### config.mk
export PLATFORM = sky130hd
export DESIGN_NAME = rr_client_arbiter
export DESIGN_NICKNAME = d
export VERILOG_FILES = /design/src/rtl/rr_client_arbiter.sv
export SDC_FILE = /design/constraint.sdc
export NUM_CORES = 1
export LEC_CHECK = 0
export ABC_AREA = 1
export CORE_AREA = 10 10 124 126
export CTS_CLUSTER_DIAMETER = 40
export CTS_CLUSTER_SIZE = 24
export DETAILED_ROUTE_END_ITERATION = 7
export DIE_AREA = 0 0 134 136
export PLACE_DENSITY = 0.51
export SYNTH_ARGS = -nofsm -noshare
export SYNTH_HDL_FRONTEND = slang
export SYNTH_SLANG_ARGS = --single-unit
### constraint.sdc
create_clock -name clk -period 6.3 [get_ports clk]
set_input_delay 0.63 -clock clk [delete_from_list [all_inputs] [get_ports clk]]
set_output_delay 0.63 -clock clk [all_outputs]
set_load 0.01 [all_outputs]
### src/rtl/rr_client_arbiter.sv
// rr_client_arbiter: lock-style round-robin arbiter sharing one resource among NUM_CLIENTS requesters.
// Latency: a request sampled in cycle t is granted in cycle t+1; at least one idle cycle separates grants.
// Backpressure: the owner keeps the grant until it pulses done or drops its request; other clients wait.
//
// Ports:
//   clk        rising-edge clock for all state
//   rst        synchronous active-high reset
//   req        per-client level request
//   done       one-cycle release strobe from the current owner
//   gnt        registered one-hot grant, zero when idle
//   gnt_idx    binary index of the granted client (holds last value while idle)
//   gnt_valid  high while a grant is held (equals |gnt)
//   timeout    one-cycle pulse on a forced release
//
// Optional feature, macro ARB_TIMEOUT_EN: bounds ownership to MAX_HOLD cycles and drives timeout.
// Without the macro no hold counter exists and timeout is constant 0.
module rr_client_arbiter #(
   parameter int NUM_CLIENTS = 16,
   parameter int IDX_W       = $clog2(NUM_CLIENTS),
   parameter int MAX_HOLD    = 256
) (
   input  logic                   clk,
   input  logic                   rst,
   input  logic [NUM_CLIENTS-1:0] req,
   input  logic                   done,
   output logic [NUM_CLIENTS-1:0] gnt,
   output logic [IDX_W-1:0]       gnt_idx,
   output logic                   gnt_valid,
   output logic                   timeout
);

   if (NUM_CLIENTS < 2 || MAX_HOLD < 1 || IDX_W != $clog2(NUM_CLIENTS)) begin : g_param_check
      $error("rr_client_arbiter: illegal parameter combination");
   end

   typedef enum logic {IDLE, GRANT} state_t;

   state_t                 state, state_nxt;
   logic [IDX_W-1:0]       ptr, ptr_nxt;
   logic [IDX_W-1:0]       idx_nxt;
   logic [NUM_CLIENTS-1:0] gnt_nxt;
   logic [IDX_W-1:0]       sel;
   logic                   found;
   logic [IDX_W:0]         cand;
   logic                   owner_req;
   logic                   at_limit;

   assign owner_req = req[gnt_idx];
   assign gnt_valid = (state == GRANT);

   // Search ptr, ptr+1, ... with wrap. cand is one bit wider than an index so
   // ptr+k never overflows; a single subtraction brings it back into range,
   // which keeps non-power-of-two client counts correct.
   always_comb begin
      found = 1'b0;
      sel   = '0;
      cand  = '0;
      for (int k = 0; k < NUM_CLIENTS; k++) begin
         cand = {1'b0, ptr} + (IDX_W+1)'(k);
         if (cand >= (IDX_W+1)'(NUM_CLIENTS))
            cand = cand - (IDX_W+1)'(NUM_CLIENTS);
         if (!found && req[cand[IDX_W-1:0]]) begin
            found = 1'b1;
            sel   = cand[IDX_W-1:0];
         end
      end
   end

   always_comb begin
      state_nxt = state;
      ptr_nxt   = ptr;
      idx_nxt   = gnt_idx;
      gnt_nxt   = gnt;
      case (state)
         IDLE: begin
            // done while idle is ignored
            if (found) begin
               gnt_nxt      = '0;
               gnt_nxt[sel] = 1'b1;
               idx_nxt      = sel;
               state_nxt    = GRANT;
            end
         end
         GRANT: begin
            if (done || !owner_req || at_limit) begin
               gnt_nxt   = '0;
               state_nxt = IDLE;
               ptr_nxt   = (gnt_idx == IDX_W'(NUM_CLIENTS-1)) ? '0 : gnt_idx + IDX_W'(1);
            end
         end
         default: state_nxt = IDLE;
      endcase
   end

   always_ff @(posedge clk) begin
      if (rst) begin
         state   <= IDLE;
         ptr     <= '0;
         gnt     <= '0;
         gnt_idx <= '0;
      end else begin
         state   <= state_nxt;
         ptr     <= ptr_nxt;
         gnt     <= gnt_nxt;
         gnt_idx <= idx_nxt;
      end
   end

`ifdef ARB_TIMEOUT_EN
   localparam int HOLD_W = $clog2(MAX_HOLD+1);

   logic [HOLD_W-1:0] hold_cnt, hold_nxt;

   // hold_cnt is 0 in the first grant cycle, so reaching MAX_HOLD-1 means
   // the owner has had MAX_HOLD cycles and must let go at this edge.
   assign at_limit = (state == GRANT) && (hold_cnt == HOLD_W'(MAX_HOLD-1));

   always_comb begin
      hold_nxt = (state == GRANT) ? hold_cnt + HOLD_W'(1) : '0;
   end

   // A release that done or a dropped request would cause anyway is normal,
   // so timeout flags only releases forced purely by the limit.
   always_ff @(posedge clk) begin
      if (rst) begin
         hold_cnt <= '0;
         timeout  <= 1'b0;
      end else begin
         hold_cnt <= hold_nxt;
         timeout  <= at_limit && !done && owner_req;
      end
   end
`else
   assign at_limit = 1'b0;
   assign timeout  = 1'b0;
`endif

endmodule

==> results of run 1 <==
[sequential cells by signal (all words and copies together) (netlist names)]
name and cells:
ptr 4, gnt 16, gnt_valid 1, gnt_idx 4
[power by group]
| part | leakage [nW] | internal [mW] | total [mW] | switching, mW |
|---|---|---|---|---|
| clock | 0.0371 | 0.0862 | 0.143 | 0.0569 |
| sequential | 0.203 | 0.196 | 0.267 | 0.0706 |
| combinational | 1.52 | 0.523 | 1.81 | 1.28 |
| total | 1.76 | 0.805 | 2.22 | 1.41 |
[placed cells by master (no fill, tap or decap), types with 2 or more instances in the layout]
cell type	instances
clkinv_1	3
nor2_2	4
a21oi_1	25
o21a_1	2
buf_4	2
nand4_1	24
nand3b_1	2
xor2_2	2
o21ai_0	21
dfxtp_1	25
inv_1	53
inv_2	7
clkdlybuf4s50_1	39
o221ai_1	2
nand2_2	3
o22ai_1	3
nor3_1	3
ha_1	8
xnor2_1	3
nand2_1	153
o21ai_1	2
nand3_1	111
xor2_1	4
clkbuf_16	3
nand4_4	2
nand3_2	4
nor2_4	2
nor2_1	77
[cells by family after synthesis]
kind of cell	share of synthesized area [%]
compound gates	10.7
xor+xnor	2.95
fa+ha+maj	3.15
buf+inv	10.6
flops	15.7
other cells	0.118
simple gates	56.8
[layer usage]
layer | vias up | GRT usage (%) | part of all wire, %
met5 | - | 0 | 0
met4 | 0 | 2.18 | 1.4
met3 | 17 | 1.73 | 6.2
met2 | 124 | 22.0 | 48
met1 | 1781 | 16.2 | 44
li1 | 1953 | - | -
[critical path, delay by kind of cell (launching register included)]
kind                     cells  cell delay, ns
AO/OA/AOI/OAI                1            0.12
adder cells (fa/ha/maj)      1            0.58
buffers and inverters        2            0.75
flip-flops                   1            0.87
AND/OR/NAND/NOR             19            2.59
[cell type report]
cell class / instances / area share, %
Clock inverter: 1 / 0.198
Clock buffer: 3 / 1.98
Inverter: 63 / 6.24
Timing Repair Buffer: 41 / 10.7
Sequential cell: 25 / 13.2
Tap cell: 176 / 5.81
Multi-Input combinational cell: 468 / 61.9
[metrics by stage]
| step | worst slack, ns | cell area, um2 | power, mW | hold slack, ns | utilization [%] |
|---|---|---|---|---|---|
| 2_1_floorplan | 2.82 | 3180 | 1.57 | 0.487 | - |
| 3_3_place_gp | 1.45 | 3710 | 2.04 | 0.459 | 28.6 |
| 3_5_place_dp | 1.40 | 3710 | 2.04 | 0.458 | 28.6 |
| 4_1_cts | 1.39 | 3790 | 2.20 | 0.471 | 29.2 |
| 5_1_grt | 0.824 | 3790 | 2.46 | 0.486 | 29.2 |
| 6_report | 1.32 | 3790 | 2.22 | 0.470 | 29.2 |
[final timing paths]
kind,endpoint,slack (ns),from
min reg2reg,gnt[11],0.47,gnt[11]
max reg2reg,gnt[11],1.32,ptr[0]
min,gnt[11],0.47,gnt[11]
max,gnt[11],1.32,ptr[0]
==> impl_table.tex, run 1 <==
\begin{tabular}{lr}
\hline
Metric & Value \\
\hline
\multicolumn{2}{l}{\textbf{Global route}} \\
Vias in the first global route & 3727 \\
Overall Global Routing Usage & 12.6\% \\
Antenna violations before repair & 0 \\
Maximum number of pins on one net before global-route repair & 25 \\
First-pass GRT wire length & 19100 um \\
Grt ovf & 0 \\
\multicolumn{2}{l}{\textbf{Detailed routing}} \\
\# DRC & 0 \\
Via density & 4.99 \\
Via count & 3875 \\
Number of violations reported at the end of detailed-routing iteration 0 & 412 \\
Length of the first detailed-routing pass in iterations & 7 \\
Remaining antenna violation count & 0 \\
WL/cell & 14.8 um \\
Final wirelength & 11500 um \\
\multicolumn{2}{l}{\textbf{Critical path}} \\
Slowest library cell on the worst path & dfxtp\_1 \\
Max incr delay on CP & 0.87 ns \\
Dominant cell type by count on the critical path & nand2\_1 \\
CP Max Fanout & 24 \\
Crit Path Class & reg -> reg \\
Arrival time reported for the critical path endpoint & 5.17 ns \\
Depth of the worst register-to-register path & 23 \\
Required time of the critical path & 6.48 ns \\
Crit path capture type & register \\
Category of the worst setup path launch point & register \\
Cell-by-cell trace of the critical path & inv\_2, ha\_1, inv\_1, nand3\_1, nand2\_1, nand2\_1, nand3\_2, nand2\_2, nor2\_8, nand4\_4, nor2\_4, nand4\_4, nor3\_4, nand3\_2, nor2\_1, nor2\_1, nand2\_1, nand2\_1, nand2\_1, nand2\_1, nor2\_2, nand2\_1, a21oi\_1 \\
\multicolumn{2}{l}{\textbf{Timing}} \\
Final worst-path cycle share & 79.1\% \\
Setup TNS Final & 0 ns \\
Worst Max-Slew Pin Slew & 0.845 ns \\
Fin Clk Skew & 0.00448 ns \\
Setup Viol. Count Final & 0 \\
Unrepaired setup endpoints after global routing & false \\
Maximum clock frequency & 201 MHz \\
Period minus WS final & 4.98 ns \\
Final-report max-slew violation count & 0 \\
Relative slew margins & 43.6\% \\
Final count of hold timing violations & 0 \\
\multicolumn{2}{l}{\textbf{Die}} \\
Ports & 41 \\
Overall die area & 18200 um2 \\
Core ar. & 13000 um2 \\
Initial cell density of the core & 24.5\% \\
Number of standard-cell rows in the floorplan & 42 \\
Die Height & 136 um \\
Die span in x & 134 um \\
\multicolumn{2}{l}{\textbf{Cells and area}} \\
Antenna Cells & 0 \\
Area of all sequential standard cells & 500 um2 \\
Area of the multi-input gates & 2340 um2 \\
Relative area change from synthesis to final layout & 19.1\% \\
Post-layout nets & 629 \\
Number of non-filler instances in the completed layout & 777 \\
Count of fill cells added during filler insertion & 1473 \\
Share of layout cells above drive strength 1 & 5.82\% \\
\multicolumn{2}{l}{\textbf{Placement}} \\
Number of buffers inserted by port buffering & 39 \\
Placed Cells & 773 \\
Dpl hpwl & 9330 um \\
Last weighted congestion value of the routability-driven placer & 0.966 \\
\multicolumn{2}{l}{\textbf{Synth}} \\
Most area-hungry cell type in the Yosys netlist & nand2\_1 \\
Leading post-synthesis cells by cell area & nand2\_1, nand3\_1, dfxtp\_1 \\
Post-Synthesis Cells & 571 \\
Post-Synthesis Net Count & 598 \\
Flop and latch count out of synthesis & 25 \\
Syn\_area\_per\_cell & 5.57 um2 \\
Post-synth EDFFs & 0 \\
Most repeated cell in the gate-level netlist after synthesis & nand2\_1 \\
Fraction of post-synthesis cell area in the top cell type by area & 18.1\% \\
Fraction of the yosys area taken by sequential cells & 15.7\% \\
Warnings from Yosys & 0 \\
Synthesized cell area & 3180 um2 \\
List of most frequent post-synthesis cells & nand2\_1, nand3\_1, nor2\_1 \\
Post-synthesis async set-or-reset flop share & 0\% \\
Main flop type after synthesis & dfxtp\_1 \\
Count of cell types in the netlist & 40 \\
\multicolumn{2}{l}{\textbf{Worst hold path}} \\
Tightest Hold Check Type & reg -> reg \\
Hold Path Depth & 2 \\
\multicolumn{2}{l}{\textbf{Run}} \\
Max capacitance violation total & 0 \\
\multicolumn{2}{l}{\textbf{Clock network}} \\
Clock net sink count & 25 \\
Clock root buffer & clkbuf\_16 \\
Clock H-tree levels & 1 \\
Clock transition at the registers of the reported paths & 0.07 ns \\
Post-cts hold buffer count & 0 \\
Skew-Pair Late Insertion Delay & 0.26 ns \\
Number of buffers on the longest clock path & 2 \\
CTS tree & done \\
Inserted Clock Buffers & 3 \\
Setup Buffers After CTS & 0 \\
Post-cts sizing count & 0 \\
\multicolumn{2}{l}{\textbf{Pwr}} \\
Maximum ir drop on the vdd rail & 269 uV \\
Total leakage power & 1.76 nW \\
Pwr dens & 585 nW/um2 \\
\multicolumn{2}{l}{\textbf{Outcome}} \\
Status & completed \\
\hline
\end{tabular}
No activity file was read; power rests on OpenSTA's default activity.
==> run 2: changes to the inputs <==
- PLACE_DENSITY: 0.51 -> 0.52
- clock period: 6.3 -> 4.2 ns (I/O delays scaled with it)
==> impl_table.tex, run 2 (synthesized netlist as in run 1, its figures left out) <==
\begin{tabular}{lr}
\hline
Metric & Value \\
\hline
\multicolumn{2}{l}{\textbf{Outcome}} \\
Status & completed \\
\multicolumn{2}{l}{\textbf{Critical path}} \\
Reg-to-reg startpoint & ptr[0] \\
Depth of the worst register-to-register path & 21 (-8.7\%) \\
Required time of the critical path & 4.37 ns (-2.11 ns) \\
Slowest library cell on the worst path & dfxtp\_1 \\
Arrival time reported for the critical path endpoint & 3.87 ns (-1.30 ns) \\
Crit Path Class & reg -> reg \\
Crit path capture type & register \\
Category of the worst setup path launch point & register \\
Launch point of the critical path & ptr[0] \\
Cell-by-cell trace of the critical path & inv\_2, ha\_1, inv\_1, nand3\_1, nand2\_1, nand2\_1, nand3\_2, nand2\_2, nor2\_8, nand4\_4, nor2\_4, nand4\_4, nor3\_4, nand3\_2, nor2\_4, nand3b\_2, nand2\_2, nand2\_4, inv\_2, nand2\_1, a21oi\_1 \\
Max incr delay on CP & 0.51 ns (-0.36 ns) \\
CP Max Fanout & 13 (-46\%) \\
Dominant cell type by count on the critical path & nand2\_1 \\
\multicolumn{2}{l}{\textbf{Timing}} \\
Relative slew margins & 50.8\% (+7.2 points) \\
Maximum clock frequency & 271 MHz (+35\%) \\
Unrepaired setup endpoints after global routing & false \\
Setup TNS Final & 0 ns (unchanged) \\
Fin Clk Skew & 0.00189 ns (-0.00259 ns) \\
Final-report max-slew violation count & 0 (unchanged) \\
Period minus WS final & 3.70 ns (-1.29 ns) \\
Final count of hold timing violations & 0 (unchanged) \\
Worst Max-Slew Pin Slew & 0.736 ns (-0.110 ns) \\
Smallest setup slack after layout & 0.505 ns (-0.810 ns) \\
Final worst-path cycle share & 88.0\% (+8.9 points) \\
Setup Viol. Count Final & 0 (unchanged) \\
\multicolumn{2}{l}{\textbf{Clock network}} \\
Skew-Pair Late Insertion Delay & 0.26 ns (about the same) \\
Clock H-tree levels & 1 (unchanged) \\
Post-cts hold buffer count & 0 (unchanged) \\
Number of buffers on the longest clock path & 2 (unchanged) \\
Clock transition at the registers of the reported paths & 0.06 ns (about the same) \\
Inserted Clock Buffers & 3 (unchanged) \\
CTS tree & done \\
Clock root buffer & clkbuf\_16 \\
Clock net sink count & 25 (unchanged) \\
\multicolumn{2}{l}{\textbf{Placement}} \\
Number of buffers inserted by port buffering & 39 (unchanged) \\
Dpl hpwl & 9500 um (+1.9\%) \\
Last weighted congestion value of the routability-driven placer & 0.918 (-5.0\%) \\
Setup slack at placement & 0.325 ns (-1.08 ns) \\
\multicolumn{2}{l}{\textbf{Cells and area}} \\
Area of all sequential standard cells & 500 um2 (unchanged) \\
Share of layout cells above drive strength 1 & 7.97\% (+2.1 points) \\
Register ranked first by flip-flop count & gnt \\
Most common cell after layout, fill and taps aside & nand2\_1 \\
Most used cells in the layout excluding fill and tap cells & nand2\_1, nand3\_1, nor2\_1 \\
Relative area change from synthesis to final layout & 22.5\% \\
Max FFs per register & 16 (unchanged) \\
Top Registers & gnt: 16 flops, gnt\_idx: 4 flops, ptr: 4 flops \\
Antenna Cells & 0 (unchanged) \\
Post-layout nets & 643 (+2.2\%) \\
Count of fill cells added during filler insertion & 1486 (+0.88\%) \\
Area of the multi-input gates & 2350 um2 (+0.32\%) \\
\multicolumn{2}{l}{\textbf{Pwr}} \\
Cell Int Power & 1.29 mW (+60\%) \\
Part of the total power dissipated in combinational logic & 83.2\% (+1.7 points) \\
Maximum ir drop on the vdd rail & 320 uV (+19\%) \\
Pwr dens & 874 nW/um2 (+50\%) \\
Register share of total power & 10.5\% (-1.5 points) \\
Clk pwr share & 6.2\% (-0.3 points) \\
Net switching fraction of the power & 62.1\% (-1.5 points) \\
Total leakage power & 1.83 nW (+4.0\%) \\
Net switching power & 2.12 mW (+50\%) \\
\multicolumn{2}{l}{\textbf{Global route}} \\
First-pass GRT wire length & 19100 um (about the same) \\
Antenna violations before repair & 0 (unchanged) \\
Vias in the first global route & 3766 (+1.0\%) \\
Overall Global Routing Usage & 12.6\% (+0.023 points) \\
Grt ovf & 0 (unchanged) \\
Maximum number of pins on one net before global-route repair & 22 (-12\%) \\
\multicolumn{2}{l}{\textbf{Worst hold path}} \\
Hold Path Depth & 2 (unchanged) \\
Worst Min Path Start & gnt[1] \\
Tightest Hold Check Type & reg -> reg \\
\multicolumn{2}{l}{\textbf{Detailed routing}} \\
Remaining antenna violation count & 0 (unchanged) \\
\# DRC & 0 (unchanged) \\
Final wirelength & 11500 um (-0.18\%) \\
WL/cell & 14.5 um (-1.9\%) \\
Via count & 3868 (-0.18\%) \\
Number of violations reported at the end of detailed-routing iteration 0 & 282 (-32\%) \\
Via density & 4.89 (-1.9\%) \\
Length of the first detailed-routing pass in iterations & 5 (-2) \\
\multicolumn{2}{l}{\textbf{Die}} \\
Die Height & 136 um (unchanged) \\
Ports & 41 (unchanged) \\
Initial cell density of the core & 24.5\% (unchanged) \\
Core ar. & 13000 um2 (unchanged) \\
Overall die area & 18200 um2 (unchanged) \\
Number of standard-cell rows in the floorplan & 42 (unchanged) \\
Die span in x & 134 um (unchanged) \\
\multicolumn{2}{l}{\textbf{Run}} \\
Max capacitance violation total & 0 (unchanged) \\
\hline
\end{tabular}
==> run 2: changes by cell type in the layout (fill, tap and decap cells not counted), sizes merged <==
cell / before / now
clkbuf: 3 / 4
buf: 2 / 16
clkinvlp: 1 / 0
==> run 2: metrics by stage <==
step           power, mW  instances  hold slack [ns]  util, %  cell area [um2]
3_5_place_dp        3.18        787            0.459     29.4             3810
6_report            3.41        791            0.466     30.0             3900
5_1_grt             3.79        791            0.489     30.0             3900
3_3_place_gp        3.18        787            0.457     29.4             3810
2_1_floorplan       2.36        571            0.487        -             3180
4_1_cts             3.40        791            0.471     30.0             3890
==> run 2: worst paths after layout <==
check                           endpoint  slack (ns)
worst min register to register    gnt[1]        0.47
worst max-delay path             gnt[11]        0.50
worst min-delay path              gnt[1]        0.47
worst max register to register   gnt[11]        0.50
==> run 2: what timing repair did <==
action	in CTS	in global routing
setup buffers	0	0
endpoints found under the setup margin	0	13
gates resized for setup	0	1
==> run 2: cell type report <==
type                    instances  share of cell area, %
repair buffers                 55                   13.1
inverters                      63                   6.07
well taps                     176                   5.65
multi-input cells             468                   60.3
flip-flops and latches         25                   12.8
clock buffers                   4                   2.02
==> run 2: per-layer routing <==
layer	wire length, um	global-route usage (%)
met2	5360	21.0
met5	0	0
met4	242	3.57
met3	628	1.85
met1	5260	16.5
==> run 2: worst max-delay path: cells and delay by family, from the launching register on <==
kind | cells | cell delay (ns)
AO/OA/AOI/OAI | 1 | 0.15
AND/OR/NAND/NOR | 16 | 2.15
flip-flops | 1 | 0.51
buffers and inverters | 3 | 0.48
adder cells (fa/ha/maj) | 1 | 0.31
==> run 2: power groups by stage <==
stage               Combinational, mW  Sequential (mW)  Clock, mW
CTS                              2.83            0.360      0.214
floorplan                        2.00            0.360          0
finish                           2.84            0.359      0.212
detailed placement               2.81            0.364          0
global placement                 2.82            0.365          0
global route                     3.20            0.369      0.225
==> run 3: changes to the inputs <==
- CORE_AREA: 10 10 124 126 -> 10 10 89 91
- DIE_AREA: 0 0 134 136 -> 0 0 99 101
- DONT_BUFFER_PORTS: default -> 1
- HOLD_SLACK_MARGIN: default -> 0.12
- PLACE_DENSITY: 0.52 -> 0.78
==> impl_table.tex, run 3 (synthesized netlist as in run 1, its figures left out) <==
\begin{tabular}{lr}
\hline
Metric & Value \\
\hline
\multicolumn{2}{l}{\textbf{Outcome}} \\
Status & completed \\
\multicolumn{2}{l}{\textbf{Detailed routing}} \\
Remaining antenna violation count & 0 (unchanged) \\
Length of the first detailed-routing pass in iterations & 8 (+3) \\
Number of violations reported at the end of detailed-routing iteration 0 & 373 (+32\%) \\
WL/cell & 16.1 um (+11\%) \\
Via density & 5.96 (+22\%) \\
\# DRC & 0 (unchanged) \\
Final wirelength & 10400 um (-9.6\%) \\
Via count & 3847 (-0.54\%) \\
\multicolumn{2}{l}{\textbf{Run}} \\
Max capacitance violation total & 0 (unchanged) \\
\multicolumn{2}{l}{\textbf{Timing}} \\
Worst Max-Slew Pin Slew & 0.807 ns (+0.0716 ns) \\
Unrepaired setup endpoints after global routing & false \\
Maximum clock frequency & 266 MHz (-1.7\%) \\
Fin Clk Skew & 0.00419 ns (+0.00230 ns) \\
Period minus WS final & 3.76 ns (+0.0630 ns) \\
Setup Viol. Count Final & 0 (unchanged) \\
Final-report max-slew violation count & 0 (unchanged) \\
Relative slew margins & 45.8\% (-5.0 points) \\
Final count of hold timing violations & 0 (unchanged) \\
Setup TNS Final & 0 ns (unchanged) \\
Final worst-path cycle share & 89.5\% (+1.5 points) \\
\multicolumn{2}{l}{\textbf{Die}} \\
Ports & 41 (unchanged) \\
Core ar. & 6200 um2 (-52\%) \\
Die span in x & 99 um (-26\%) \\
Die Height & 101 um (-26\%) \\
Overall die area & 10000 um2 (-45\%) \\
Number of standard-cell rows in the floorplan & 29 (-31\%) \\
Initial cell density of the core & 51.3\% (+27 points) \\
\multicolumn{2}{l}{\textbf{Pwr}} \\
Part of the total power dissipated in combinational logic & 83.7\% (+0.5 points) \\
Net switching power & 2.08 mW (-1.5\%) \\
Pwr dens & 962 nW/um2 (+10\%) \\
Total leakage power & 1.64 nW (-10\%) \\
Clk pwr share & 4.4\% (-1.8 points) \\
Register share of total power & 11.9\% (+1.4 points) \\
Maximum ir drop on the vdd rail & 514 uV (+61\%) \\
Net switching fraction of the power & 65.6\% (+3.5 points) \\
Cell Int Power & 1.09 mW (-15\%) \\
\multicolumn{2}{l}{\textbf{Cells and area}} \\
Post-Layout Inst Area & 3300 um2 (-15\%) \\
Max FFs per register & 16 (unchanged) \\
Antenna Cells & 0 (unchanged) \\
Register ranked first by flip-flop count & gnt \\
Top Registers & gnt: 16 flops, gnt\_idx: 4 flops, ptr: 4 flops \\
Share of layout cells above drive strength 1 & 7.73\% (-0.23 points) \\
Most common cell after layout, fill and taps aside & nand2\_1 \\
Relative area change from synthesis to final layout & 3.78\% \\
Post-layout nets & 597 (-7.2\%) \\
Most used cells in the layout excluding fill and tap cells & nand2\_1, nand3\_1, nor2\_1 \\
Count of fill cells added during filler insertion & 621 (-58\%) \\
\multicolumn{2}{l}{\textbf{Critical path}} \\
Category of the worst setup path launch point & register \\
Dominant cell type by count on the critical path & nand2\_1 \\
Crit path capture type & register \\
Cell-by-cell trace of the critical path & inv\_1, ha\_1, inv\_1, nand3\_1, nand3\_1, nand2\_1, nand2\_1, nand2\_2, nor2\_8, nand4\_4, nor2\_4, nand4\_4, nor3\_4, nand3\_2, nor2\_4, nand3b\_2, nand2\_2, nand2\_4, inv\_2, nand2\_1, a21oi\_1 \\
Bufs and invs on worst path & 3 (unchanged) \\
Arrival time reported for the critical path endpoint & 3.96 ns (+0.09 ns) \\
Category of cells accounting for the largest share of critical-path delay & simple AND/OR/NAND/NOR gates \\
CP Max Fanout & 13 (unchanged) \\
Worst reg-to-reg setup slack & 0.44 ns (-0.06 ns) \\
Max incr delay on CP & 0.34 ns (-0.17 ns) \\
Required time of the critical path & 4.40 ns (+0.03 ns) \\
Crit Path Class & reg -> reg \\
Slowest library cell on the worst path & dfxtp\_1 \\
\multicolumn{2}{l}{\textbf{Clock network}} \\
Clock net sink count & 25 (unchanged) \\
Clock root buffer & clkbuf\_8 \\
Post-cts sizing count & 0 (unchanged) \\
Number of buffers on the longest clock path & 2 (unchanged) \\
Skew-Pair Late Insertion Delay & 0.27 ns (about the same) \\
Clock H-tree levels & 1 (unchanged) \\
Inserted Clock Buffers & 3 (unchanged) \\
Setup Buffers After CTS & 0 (unchanged) \\
CTS tree & done \\
Clock transition at the registers of the reported paths & 0.08 ns (+0.02 ns) \\
Post-cts hold buffer count & 0 (unchanged) \\
\multicolumn{2}{l}{\textbf{Worst hold path}} \\
Tightest Hold Check Type & in -> reg \\
\multicolumn{2}{l}{\textbf{Placement}} \\
Dpl hpwl & 8140 um (-14\%) \\
Last weighted congestion value of the routability-driven placer & 0.999 (+8.8\%) \\
Total placed instance area & 3240 um2 (-15\%) \\
Number of buffers inserted by port buffering & 0 (-100\%) \\
\multicolumn{2}{l}{\textbf{Global route}} \\
First-pass GRT wire length & 16700 um (-13\%) \\
Antenna violations before repair & 0 (unchanged) \\
Maximum number of pins on one net before global-route repair & 24 (+9.1\%) \\
Grt ovf & 0 (unchanged) \\
Vias in the first global route & 3486 (-7.4\%) \\
Overall Global Routing Usage & 19.7\% (+7.1 points) \\
\hline
\end{tabular}
## run 3: final cells by class
cell class,instances,area [um2],area share (%)
clock buffer,3,41.3,1.25
clock inverter,1,5.00,0.152
inverter,63,236,7.16
multi-input combinational,468,2350,71.3
sequential,25,500,15.2
tap,77,96.3,2.92
timing repair buffer,9,67.6,2.05
## run 3: per-stage QoR
stage                     util [%]  hold WS [ns]  power [mW]  setup WS [ns]  cells
final                         53.2         0.207        3.18          0.442    646
after floorplan                  -         0.487        2.36          0.723    571
after global routing          53.2         0.199        3.49         0.0855    646
after global placement        52.3         0.493        2.92          0.241    642
after detailed placement      52.3         0.494        2.95          0.249    642
after CTS                     53.0         0.198        3.10          0.221    646
## run 3: power groups by stage
stage | clock network [mW] | registers [mW] | logic (mW)
finish | 0.140 | 0.377 | 2.66
global route | 0.149 | 0.386 | 2.95
CTS | 0.144 | 0.379 | 2.57
detailed placement | 0 | 0.384 | 2.56
global placement | 0 | 0.383 | 2.53
floorplan | 0 | 0.360 | 2.00
## run 3: routing by layer
| layer | vias up | track usage, % | routed length, um |
|---|---|---|---|
| met2 | 232 | 33.2 | 4830 |
| li1 | 1896 | - | - |
| met1 | 1693 | 23.8 | 4100 |
| met3 | 26 | 4.66 | 1240 |
| met5 | - | 0 | 0 |
| met4 | 0 | 6.84 | 216 |
## run 3: worst paths after layout
check / start / endpoint / depth (start not counted)
worst max-delay path: ptr[1] / gnt[14] / 21
worst min-delay path: rst / gnt[8] / 1
worst max register to register: ptr[1] / gnt[14] / 21
worst min register to register: gnt[13] / gnt[13] / 2
